**src/rtl/uart_tx_pkg.sv**
```systemverilog
// Shared STATUS bit positions and scheduler FSM states for the UART transmit path.
package uart_tx_pkg;

  localparam int unsigned ST_ACT  = 8;
  localparam int unsigned ST_BUSY = 9;
  localparam int unsigned ST_OVF  = 10;

  typedef enum logic [0:0] {
    StIdle = 1'b0,
    StSend = 1'b1
  } state_e;

endpackage

```
**src/rtl/sync_fifo.sv**
```systemverilog
// Synchronous FIFO with occupancy count; exposes the head entry and the one behind it
// so the consumer can reload back-to-back on a pop.
module sync_fifo #(
  parameter int unsigned DEPTH = 16,
  parameter int unsigned AW    = 4,
  parameter int unsigned WIDTH = 8
) (
  input  logic             clk,
  input  logic             resetn,
  input  logic             push,
  input  logic             pop,
  input  logic [WIDTH-1:0] wdata,
  output logic             full,
  output logic             empty,
  output logic [AW:0]      count,
  output logic [WIDTH-1:0] head,
  output logic [WIDTH-1:0] head_next
);

  logic [WIDTH-1:0] mem_q [DEPTH];
  logic [AW-1:0]    wr_ptr_q, rd_ptr_q, rd_ptr_inc;
  logic [AW:0]      count_q;
  logic             push_en, pop_en;

  assign full       = (count_q == (AW+1)'(DEPTH));
  assign empty      = (count_q == '0);
  assign count      = count_q;
  assign push_en    = push & ~full;
  assign pop_en     = pop & ~empty;
  assign rd_ptr_inc = rd_ptr_q + AW'(1);
  assign head       = mem_q[rd_ptr_q];
  assign head_next  = mem_q[rd_ptr_inc];

  always_ff @(posedge clk or negedge resetn) begin
    if (!resetn) begin
      wr_ptr_q <= '0;
      rd_ptr_q <= '0;
      count_q  <= '0;
    end else begin
      if (push_en) wr_ptr_q <= wr_ptr_q + AW'(1);
      if (pop_en)  rd_ptr_q <= rd_ptr_inc;
      count_q <= count_q + (AW+1)'(push_en) - (AW+1)'(pop_en);
    end
  end

  // Storage is not reset: the pointers alone define which entries are live.
  always_ff @(posedge clk) begin
    if (push_en) mem_q[wr_ptr_q] <= wdata;
  end

endmodule

```
**src/rtl/uart_tx_scheduler.sv**
```systemverilog
// Queues CPU writes to the UART DATA word and feeds them to the byte emitter over valid/ready.
// Optional UART_TX_IRQ_EN adds a registered irq output (idle-and-empty or overflow).
module uart_tx_scheduler
  import uart_tx_pkg::*;
#(
  parameter int unsigned DEPTH = 16,
  parameter int unsigned AW    = 4
) (
  input  logic        clk,
  input  logic        resetn,
  input  logic        sel_dat,
  input  logic        sel_cntl,
  input  logic        wstrb,
  input  logic        rstrb,
  input  logic [7:0]  wdata,
  output logic [31:0] rdata,
  output logic [7:0]  tx_data,
  output logic        tx_valid,
  input  logic        tx_ready
`ifdef UART_TX_IRQ_EN
  ,
  output logic        irq
`endif
);

  state_e      state_q;
  logic        ovf_q, ovf_d;
  logic        full, empty;
  logic [AW:0] fifo_count, cnt_nxt;
  logic [7:0]  head, head_next, next_byte;
  logic        push_req, push_ok, hs;

  assign push_req = sel_dat & wstrb;
  assign push_ok  = push_req & ~full;
  assign hs       = tx_valid & tx_ready;
  assign cnt_nxt  = fifo_count + (AW+1)'(push_ok) - (AW+1)'(hs);
  assign ovf_d    = (push_req & full) | (ovf_q & ~(sel_cntl & rstrb));
  // With one entry left, the follow-on byte is the one being written this very edge.
  assign next_byte = (fifo_count == (AW+1)'(1)) ? wdata : head_next;

  sync_fifo #(
    .DEPTH (DEPTH),
    .AW    (AW),
    .WIDTH (8)
  ) u_fifo (
    .clk       (clk),
    .resetn    (resetn),
    .push      (push_ok),
    .pop       (hs),
    .wdata     (wdata),
    .full      (full),
    .empty     (empty),
    .count     (fifo_count),
    .head      (head),
    .head_next (head_next)
  );

  always_ff @(posedge clk or negedge resetn) begin
    if (!resetn) begin
      state_q  <= StIdle;
      tx_valid <= 1'b0;
      tx_data  <= 8'h00;
      ovf_q    <= 1'b0;
    end else begin
      ovf_q <= ovf_d;
      unique case (state_q)
        StIdle: begin
          if (!empty) begin
            tx_data  <= head;
            tx_valid <= 1'b1;
            state_q  <= StSend;
          end
        end
        StSend: begin
          if (hs) begin
            if (cnt_nxt != '0) begin
              tx_data <= next_byte;
            end else begin
              tx_valid <= 1'b0;
              state_q  <= StIdle;
            end
          end
        end
        default: state_q <= StIdle;
      endcase
    end
  end

  always_comb begin
    rdata = '0;
    if (sel_cntl) begin
      rdata[ST_BUSY] = full;
      rdata[ST_OVF]  = ovf_q;
      rdata[ST_ACT]  = (state_q != StIdle);
      rdata[AW:0]    = fifo_count;
    end
  end

`ifdef UART_TX_IRQ_EN
  logic irq_q;

  // An empty FIFO after the edge always means the FSM is (or returns to) idle.
  always_ff @(posedge clk or negedge resetn) begin
    if (!resetn) irq_q <= 1'b0;
    else         irq_q <= (cnt_nxt == '0) | ovf_d;
  end

  assign irq = irq_q;
`endif

endmodule

```
**config.mk**
```make
export PLATFORM = sky130hd
export DESIGN_NAME = uart_tx_scheduler
export DESIGN_NICKNAME = d
export VERILOG_FILES = /design/src/rtl/uart_tx_pkg.sv /design/src/rtl/sync_fifo.sv /design/src/rtl/uart_tx_scheduler.sv
export SDC_FILE = /design/constraint.sdc
export NUM_CORES = 1
export LEC_CHECK = 0
export BUFFER_PORTS_ARGS = -buffer_cell sky130_fd_sc_hd__buf_2
export CORE_MARGIN = 1.5
export CORE_UTILIZATION = 25
export DETAILED_ROUTE_END_ITERATION = 10
export PLACE_DENSITY_LB_ADDON = 0.15
export SYNTH_ARGS = -nofsm -noshare
export SYNTH_HDL_FRONTEND = slang
export SYNTH_SLANG_ARGS = --single-unit
export TNS_END_PERCENT = 1
```
**constraint.sdc**
```tcl
create_clock -name clk -period 8 [get_ports clk]
set_input_delay 0 -clock clk [delete_from_list [all_inputs] [get_ports clk]]
set_output_delay 0 -clock clk [all_outputs]
set_load 0.05 [all_outputs]
```
-- Yosys cells after proc, flatten, opt, wreduce, memory -nomap -nowiden
Memory sizes are Yosys's and may differ from the RTL's.
Index checks and enable logic that the tools add are counted.
- flip-flop bits (word level): 24
- latch bits: 0
- bits in writable memories: 128
- memory bits (read-only): 0
- output and inout port bits: 41
- word-level logic and storage cells: 54
- memories kept: 1
- memory list (memory ; words ; bits a word ; rd ports ; clocked after Yosys merged registers in ; wr ports ; RTL line ; RTL):
    u_fifo.mem_q ; 16 ; 8 ; 2 ; 0 ; 1 ; sync_fifo.sv:20 ; logic [WIDTH-1:0] mem_q [DEPTH];
- add/sub/neg operators: 6
- multiply operators: 0
- divide/modulo/power cells: 0
- magnitude comparators: 0
- equal/unequal tests: 6
- shift-type cells: 0
- muxes and demuxes: 17
- bitwise logic cells: 13
- reduce and logical (&&, ||, !) cells: 4
- operator list (cell ; number):
    two-way mux 8 bit ; 4
    one-hot mux 8 bit (2 select lines) ; 1
    adder 5 x 1 -> 5 bit ; 2
    subtractor 5 x 1 -> 5 bit ; 2
    adder 4 x 1 -> 4 bit (second input constant) ; 2
    AND 1 bit ; 8
    two-way mux 1 bit ; 8
    AND reduction 3 bit ; 2
    equality test 5 x 1 -> 1 bit (second input constant) ; 1
    equality test 5 bit (second input constant) ; 1
    zero test 5 bit ; 1
    two-way mux 5 bit ; 1
    nonzero test 5 bit ; 1
    != test 2 x 1 -> 1 bit (second input constant) ; 2
    != test 2 bit (second input constant) ; 2
    NOT 1 bit ; 4
    one-hot mux 1 bit (2 select lines) ; 2
    two-way mux 3 bit ; 1
    bitwise OR 1 bit ; 1

-- Longest topological paths before layout
Gate-level depths: netlist (run 1).
- depth after elaboration: 9
- gate-level depth with buffers: 14
- gate-level depth less buffers: 14

-- Cells and area by module
A second synthesis (run 1) with hierarchy kept.
- cells, all modules: 488
- area, all modules: 7883.8 µm²
- modules (own cells, without submodules) (module ; instances ; cells an instance ; area each (µm²) ; seq. area each (µm²)):
    sync_fifo ; 1 ; 370 ; 6825.3 ; 4169.0
    uart_tx_scheduler ; 1 ; 118 ; 1058.5 ; 275.3

-- Least setup slack after synthesis (run 1)
No wires, ideal clock.
- kind: register to register
- start point: register u_fifo.count_q[2] (netlist: u_fifo.count[2])
- end point: register tx_data[0]
- library setup time: 0.125 ns
- data arrival time: 3.147 ns
- data required time: 7.875 ns
- slack: 4.728 ns
- stages on the path, launching flop included: 15
- buffers on the path: 1
- period minus slack after synthesis: 3.272 ns
- cell sequence: dfrtp_1 -> inv_1 -> ha_1 -> and4_1 -> nor2_1 -> ha_1 -> inv_1 -> fa_1 -> nand2b_1 -> a21oi_1 -> xnor2_1 -> nand3_1 -> a21o_1 -> buf_1 -> mux2_2
- longest elaborated chain between the ends: 8
- elaborated cells between the ends (all ways): 15
- those cells by class: 2 x add/sub; 4 x eq/ne; 4 x mux; 2 x bitwise; 3 x reduce/logical
- ends and longest elaborated chain (item ; RTL line ; RTL):
    from (decl) ; sync_fifo.sv:22 ; logic [AW:0] count_q;
    from (signal assigned) ; sync_fifo.sv:42 ; count_q <= count_q + (AW+1)'(push_en) - (AW+1)'(pop_en);
    equality test 5 bit ; sync_fifo.sv:25 ; assign full = (count_q == (AW+1)'(DEPTH));
    NOT 1 bit ; uart_tx_scheduler.sv:34 ; assign push_ok = push_req & ~full;
    AND 1 bit ; uart_tx_scheduler.sv:34 ;
    adder 5 x 1 -> 5 bit ; uart_tx_scheduler.sv:36 ; assign cnt_nxt = fifo_count + (AW+1)'(push_ok) - (AW+1)'(hs);
    subtractor 5 x 1 -> 5 bit ; uart_tx_scheduler.sv:36 ;
    nonzero test 5 bit ; uart_tx_scheduler.sv:76 ; if (cnt_nxt != '0) begin
    != test 2 x 1 -> 1 bit (no source line) ; n/a ;
    AND reduction 3 bit (no source line) ; n/a ;
    to (signal assigned) ; uart_tx_scheduler.sv:77 ; tx_data <= next_byte;
    to (decl) ; uart_tx_scheduler.sv:17 ; output logic [7:0] tx_data,
Several ways; a longest one is shown, not always the timed one. The select of a mux whose other input is x is not followed.
A chain may end at the register's enable or synchronous reset.

-- Worst setup path after layout (run 1)
- start point: register u_fifo.count_q[3] (netlist: u_fifo.count[3])
- end point: register tx_data[2]
The elaborated chain is that of the path after synthesis.

==> results of run 1 <==
[cell families (layout without fill, tap and decap cells)]
logic type               Yosys count  after routing  share of synthesized area (%)
adder cells (fa/ha/maj)           16             16                          2.763
AO/OA/AOI/OAI                     66             66                          5.269
AND/OR/NAND/NOR                  104            104                          6.827
other                              1             24                        0.04815
multiplexers                      89             89                          21.09
XOR/XNOR                          13             13                          1.462
buffers and inverters             80            114                          5.478
flip-flops                       152            152                          57.06
[state kept, by name, indices dropped and copies added (netlist names)]
signal / cells
u_fifo.mem_q: 128
ovf_q: 1
u_fifo.wr_ptr_q: 4
u_fifo.count: 5
tx_valid: 1
tx_data: 8
u_fifo.rd_ptr_q: 4
state_q: 1
[path summary, 6_finish.rpt]
kind | startpoint | cells past startpoint | endpoint | slack (ns)
setup reg to reg | u_fifo.count[3]$_DFF_PN0_ | 13 | tx_data[2]$_DFFE_PN0P_ | 4.15
min in group asynchronous | resetn | 2 | u_fifo.count[4]$_DFF_PN0_ | 0.14
hold / removal | sel_dat | 4 | u_fifo.wr_ptr_q[0]$_DFFE_PN0N_ | 0.11
hold reg to reg | tx_data[6]$_DFFE_PN0P_ | 1 | tx_data[6]$_DFFE_PN0P_ | 0.55
setup / recovery | u_fifo.count[3]$_DFF_PN0_ | 13 | tx_data[2]$_DFFE_PN0P_ | 4.15
max in group asynchronous | resetn | 2 | u_fifo.rd_ptr_q[1]$_DFFE_PN0P_ | 7.40
[Yosys cell counts (2+ instances only)]
| cell | number |
|---|---|
| a211o_1 | 3 |
| nand2b_1 | 6 |
| nor2b_1 | 14 |
| clkbuf_1 | 4 |
| and3_1 | 4 |
| mux2_2 | 11 |
| a21oi_1 | 21 |
| o31a_1 | 9 |
| mux2i_1 | 19 |
| fa_1 | 2 |
| nand4_1 | 2 |
| nand3_1 | 17 |
| buf_4 | 27 |
| xnor2_1 | 10 |
| nor2_1 | 25 |
| o21ai_1 | 2 |
| ha_1 | 14 |
| and2_1 | 8 |
| inv_1 | 31 |
| mux4_2 | 56 |
| buf_1 | 3 |
| a21o_1 | 5 |
| dfrtp_1 | 24 |
| mux4_1 | 2 |
| nor3_1 | 6 |
| o22ai_1 | 7 |
| nand2_1 | 16 |
| edfxtp_1 | 128 |
| xor2_1 | 3 |
| buf_2 | 14 |
| o21ai_0 | 15 |
[stage by stage]
stage               area [um2]  util (%)
floorplan                 7875         -
global placement          8280     27.07
detailed placement        8280     27.07
CTS                       8982     29.36
global route              8982     29.36
finish                    8982     29.36
[per-layer routing]
layer | track usage, % | wire, um | up-vias
met5 | 0 | 0 | -
met4 | 4.133 | 363 | 0
met3 | 2.917 | 693 | 22
met2 | 20.08 | 9396 | 113
met1 | 15.53 | 8605 | 2338
li1 | - | - | 2050
[power by group]
part,switching (mW),total (mW),internal [mW],leakage [nW]
sequential,0.0965,1.06,0.960,1.43
combinational,0.912,1.67,0.756,1.48
clock,0.358,0.801,0.443,0.284
total,1.37,3.52,2.16,3.20
[worst max-delay path, cell delays in order, from the launching register on]
cell and delay (ns):
dfrtp_1 0.38, inv_1 0.07, ha_1 0.22, and4_1 0.26, nor2_1 0.61, ha_1 0.30
inv_1 0.06, fa_1 0.40, nand2b_1 0.16, a21oi_1 0.15, xnor2_1 0.10, nand3_1 0.23
a21o_1 0.41, mux2_2 0.38
[final cells by class]
type	instances	area (um2)
fillers	3066	21610
inverters	31	116.4
clock inverters	14	152.6
repair buffers	51	335.3
multi-input cells	312	3007
clock buffers	18	429.2
flip-flops and latches	152	4447
well taps	396	495.5
==> impl_metrics.csv, run 1 <==
group,metric,value,unit
flow_run,maxCapViolCount,0,
cts,cts.path.max_buffers,2,
global_routing,grt_pass1_vias,4708,
placed_design,numPlacedInstances,930,
cts,clk_latency,0.43,ns
global_routing,grt_max_degree,58,
sta,fin_crit,3.854,ns
sta,fin_worst_skew,0.01463,ns
drt,vias_per_cell,4.644,
global_routing,overflow,0,
synthesis,ys_ff_latch,152,
global_routing,grt_pass1_wl,28890,um
die,dieWidth,179.5,um
critical_path,criticalPathCategory,"reg2reg",
placed_design,dp_slack,4.060,ns
drt,route.detailed.drc,0,
global_routing,gr-usage-all-layers,12.13,%
synthesis,synth_top_area_share,49.35,%
die,initial_core_util,25.46,%
final_layout,final_layout_size_suffix_gt1_share,24.74,%
sta,max_freq,0.2595,GHz
final_layout,stdcell_count,974,
cts,cts_hold_buf,12,
synthesis,avgSynthCellArea,14.95,um2
cts,cts_tree,"yes",
drt,ant_nets,0,
synthesis,syn_inst,521,
die,io_pins,56,
placed_design,gp_congestion,0.7588,
final_layout,area_growth_syn_to_layout,15.33,%
sta,setup_viol,0,
synthesis,synth_edf_count,128,
sta,worst_slew_pin_slew,1.022,ns
die,die_h,179.5,um
global_routing,antenna_found_initial,0,
sta,rsz0062_at_grt,"false",
sta,whs,0.1113,ns
placed_design,hpwl,13120,um
pwr,power.total,3.525,mW
final_layout,n_antenna_cell,0,
critical_path,required,8.31,ns
pwr,peakVddDrop,0.1921,mV
final_layout,final_common_cell,"edfxtp_1",
sta,fin_crit_sh,48.17,%
pwr,leakagePower,3.200,nW
pwr,pwr_density_cell,392.4,nW/um2
synthesis,async_flop_share,15.79,%
die,core_area,30590,um2
sta,finalHoldViolCount,0,
sta,setup_ws,4.146,ns
hold_path,min_path_type,"in2reg",
critical_path,crit_path_end_kind,"register",
critical_path,worstPathMaxFanout,10,
synthesis,yosysSeqAreaShare,57.06,%
drt,drt_iter0_drc,229,
drt,wl_per_cell,19.57,um
cts,ctsResizeCount,0,
die,row_count,64,
final_layout,nets,596,
synthesis,synth_area_leaders,"edfxtp_1 49%, mux4_2 16%, dfrtp_1 7.7%, buf_4 2.6%, mux2i_1 2.4%",
run_status,status,"complete, no violations",
die,die_area,32220,um2
drt,drt_wl_total,19060,um
final_layout,most-common-layout-cells,"128 x edfxtp_1, 56 x mux4_2, 31 x inv_1, 31 x buf_2, 25 x nor2_1",
critical_path,worstPathArrival,4.16,ns
synthesis,synth_flop_cell,"edfxtp_1",
cts,post_cts_buffers,0,
synthesis,yosysWarnings,0,
placed_design,io_buffers,31,
cts,cts_root_buf,"clkbuf_16",
sta,maxSlewViolCount,0,
cts,htreeDepth,4,
cts,cts.sinks,152,
cts,clkTransAtPathRegs,0.07,ns
cts,numCtsBuffers,17,
sta,tns,0,ns
synthesis,synth_cell_type_count,44,
sta,relSlewSlack,31.64,%
synthesis,syn_area,7789,um2
drt,dr.pass1.iters,4,
drt,vias,4523,
critical_path,start_kind,"register",
synthesis,yosysTopAreaCell,"edfxtp_1",
Note: power is estimated with default switching activity, not from simulation.
==> run 2, diff against run 1 <==
- ABC_AREA: unset -> 1
- clock period: 8 -> 3.2 ns (I/O delays scaled with it)
==> run 2 against run 1 <==
Total power rose to 2.8 times the previous value. Sequential power rose by 140%. Via count rose by 45%. Global-route usage rose by 2.7 points. Synthesized area rose by 8.6%. Core utilization fell by 0.52 points. Die area rose by 8.5%. Clock power rose by 140%. Setup slack got worse by 3.8 ns. Cell area rose by 7.4%.
==> impl_metrics.csv, run 2 <==
group,metric,value,unit
synthesis,yosys-top-cells-count,"265 x nand2_1, 175 x nand3_1, 148 x inv_1, 128 x edfxtp_1, 51 x o21ai_0",
drt,route.detailed.drc,0,
global_routing,gr-usage-all-layers,14.81,%
sta,whs,0.03415,ns
sta,max_freq,0.3492,GHz
placed_design,dp_slack,0.3531,ns
placed_design,hpwl,16900,um
critical_path,worstSetupStartpoint,"u_fifo.count[2]$_DFF_PN0_",
critical_path,worstPathArrival,3.18,ns
drt,ant_nets,0,
sta,fin_crit_sh,89.50,%
synthesis,yosysTopAreaCell,"edfxtp_1",
final_layout,final_common_cell,"nand2_1",
final_layout,largest_register_ffs,128,
critical_path,worstPathMaxFanout,9,
die,io_pins,56,
cts,clk_latency,0.43,ns
sta,finalHoldViolCount,0,
drt,dr.pass1.iters,5,
sta,setup_viol,0,
hold_path,min_from,"wdata[0]",
run_status,status,"complete, no violations",
final_layout,area_growth_syn_to_layout,14.05,%
sta,maxSlewViolCount,0,
global_routing,grt_max_degree,105,
pwr,leakagePower,4.154,nW
final_layout,nets,1046,
synthesis,async_flop_share,15.79,%
die,core_area,33450,um2
synthesis,avgSynthCellArea,8.581,um2
cts,cts_root_buf,"clkbuf_16",
final_layout,n_antenna_cell,0,
critical_path,rr_startpoint,"u_fifo.count[2]$_DFF_PN0_",
synthesis,yosysSeqAreaShare,52.53,%
cts,clkTransAtPathRegs,0.07,ns
pwr,pwr_density_cell,1015,nW/um2
final_layout,seq_area,4449,um2
sta,setup_ws,0.3360,ns
synthesis,syn_inst,986,
drt,vias,6538,
global_routing,grt_pass1_wl,38320,um
cts,numCtsBuffers,17,
final_layout,fillers,3596,
synthesis,ys_ff_latch,152,
final_layout,most-common-layout-cells,"265 x nand2_1, 175 x nand3_1, 148 x inv_1",
drt,drt_wl_total,25500,um
synthesis,yosysMostFrequentCell,"nand2_1",
cts,ctsResizeCount,0,
global_routing,grt_pass1_vias,6170,
final_layout,multi_input_area,3089,um2
critical_path,start_kind,"register",
drt,vias_per_cell,4.430,
flow_run,maxCapViolCount,0,
synthesis,synth_area_leaders,"edfxtp_1 45%, nand2_1 12%, nand3_1 10%, dfrtp_1 7.1%, inv_1 6.6%",
sta,worst_slew_pin_slew,0.9122,ns
global_routing,antenna_found_initial,0,
cts,cts.path.max_buffers,2,
synthesis,synth_edf_count,128,
placed_design,gp_congestion,0.8186,
critical_path,criticalPathCategory,"reg2reg",
final_layout,top_register,"u_fifo.mem_q",
sta,relSlewSlack,38.96,%
pwr,peakVddDrop,0.4738,mV
die,die_h,187.0,um
cts,cts_tree,"yes",
die,die_area,34960,um2
synthesis,yosysWarnings,0,
synthesis,synth_cell_type_count,29,
die,dieWidth,187.0,um
sta,rsz0062_at_grt,"false",
synthesis,synth_flop_cell,"edfxtp_1",
die,initial_core_util,25.29,%
drt,drt_iter0_drc,473,
synthesis,syn_area,8461,um2
critical_path,reg2regPathDepth,19,
placed_design,io_buffers,31,
hold_path,hold_path_depth,1,
final_layout,final_layout_size_suffix_gt1_share,9.533,%
sta,tns,0,ns
critical_path,required,3.51,ns
cts,cts.sinks,152,
sta,fin_worst_skew,0.01517,ns
synthesis,synth_top_area_share,45.43,%
global_routing,overflow,0,
die,row_count,67,
critical_path,crit_path_end_kind,"register",
drt,wl_per_cell,17.27,um
hold_path,min_path_type,"in2reg",
cts,htreeDepth,4,
sta,fin_crit,2.864,ns
[run 2: cell types whose count changed in the layout (fill, tap and decap cells not counted), sizes merged, moves of 8 or more]
cell | previous run | this run
nor2b | 14 | 0
mux4 | 58 | 0
o21ai | 17 | 51
mux2 | 12 | 0
nand2 | 16 | 267
inv | 40 | 158
buf | 39 | 58
mux2i | 19 | 0
nand3 | 17 | 175
o211ai | 0 | 40
o31a | 9 | 0
and2 | 8 | 0
[run 2: report_power, final]
group	switching [mW]	internal, mW
Combinational	3.76	1.52
Sequential	0.202	2.39
Clock	0.905	1.01
[run 2: per-stage QoR]
stage | cells | util (%) | total power [mW] | cell area [um2]
3_5_place_dp | 1439 | 27.08 | 7.956 | 9056
6_report | 1476 | 28.85 | 9.791 | 9649
5_1_grt | 1476 | 28.85 | 10.47 | 9649
3_3_place_gp | 1439 | 27.08 | 7.977 | 9056
4_1_cts | 1476 | 28.85 | 9.892 | 9649
2_1_floorplan | 1009 | - | 6.226 | 8547
[run 2: critical path: stages, from the launching register on]
cell      delay, ns
dfrtp_1        0.38
inv_1          0.07
ha_1           0.21
inv_1          0.08
nor2_1         0.06
nand3_1        0.11
nand3_1        0.11
clkinv_1       0.09
ha_1           0.16
inv_1          0.05
fa_1           0.40
or2_1          0.26
nand3_1        0.07
nand2_1        0.05
nor2_1         0.12
nand2_1        0.08
nand2_2        0.16
nand2_2        0.13
nand2_1        0.12
nand2_1        0.05
[run 2: layout make-up]
type | count | area share [%]
inverter | 153 | 5.952
sequential | 152 | 46.11
tap | 448 | 5.809
clock inverter | 15 | 1.219
clock buffer | 17 | 4.409
multi-input combinational | 628 | 32.02
timing repair buffer | 63 | 4.487
[run 2: timing repair]
item	CTS	global route
hold buffers	5	0
setup buffers	0	0
endpoints found under the hold margin	26	0
[run 2: cells by family (layout without fill, tap and decap cells)]
kind of cell | Yosys count | count (layout) | share of synthesized area [%]
AO/OA/AOI/OAI | 109 | 109 | 7.631
XOR/XNOR | 12 | 12 | 1.775
adder cells (fa/ha/maj) | 16 | 16 | 2.544
buffers and inverters | 229 | 248 | 11.98
flip-flops | 152 | 152 | 52.53
other | 1 | 24 | 0.04432
AND/OR/NAND/NOR | 467 | 467 | 23.50
[run 2: layer usage]
metal | wire (um) | GRT usage, %
met1 | 12010 | 19.64
met2 | 12040 | 24.47
met3 | 1095 | 2.946
met4 | 349 | 4.249
met5 | 0 | 0
[run 2: path summary, 6_finish.rpt]
kind	slack [ns]	end
max in group asynchronous	2.65	u_fifo.rd_ptr_q[0]$_DFFE_PN0P_
worst min register to register	0.50	tx_valid$_DFFE_PN0P_
worst max register to register	0.34	tx_data[5]$_DFFE_PN0P_
worst min-delay path	0.03	u_fifo.mem_q[1][0]$_DFFE_PP_
worst max-delay path	0.34	tx_data[5]$_DFFE_PN0P_
min in group asynchronous	0.10	u_fifo.count[3]$_DFF_PN0_
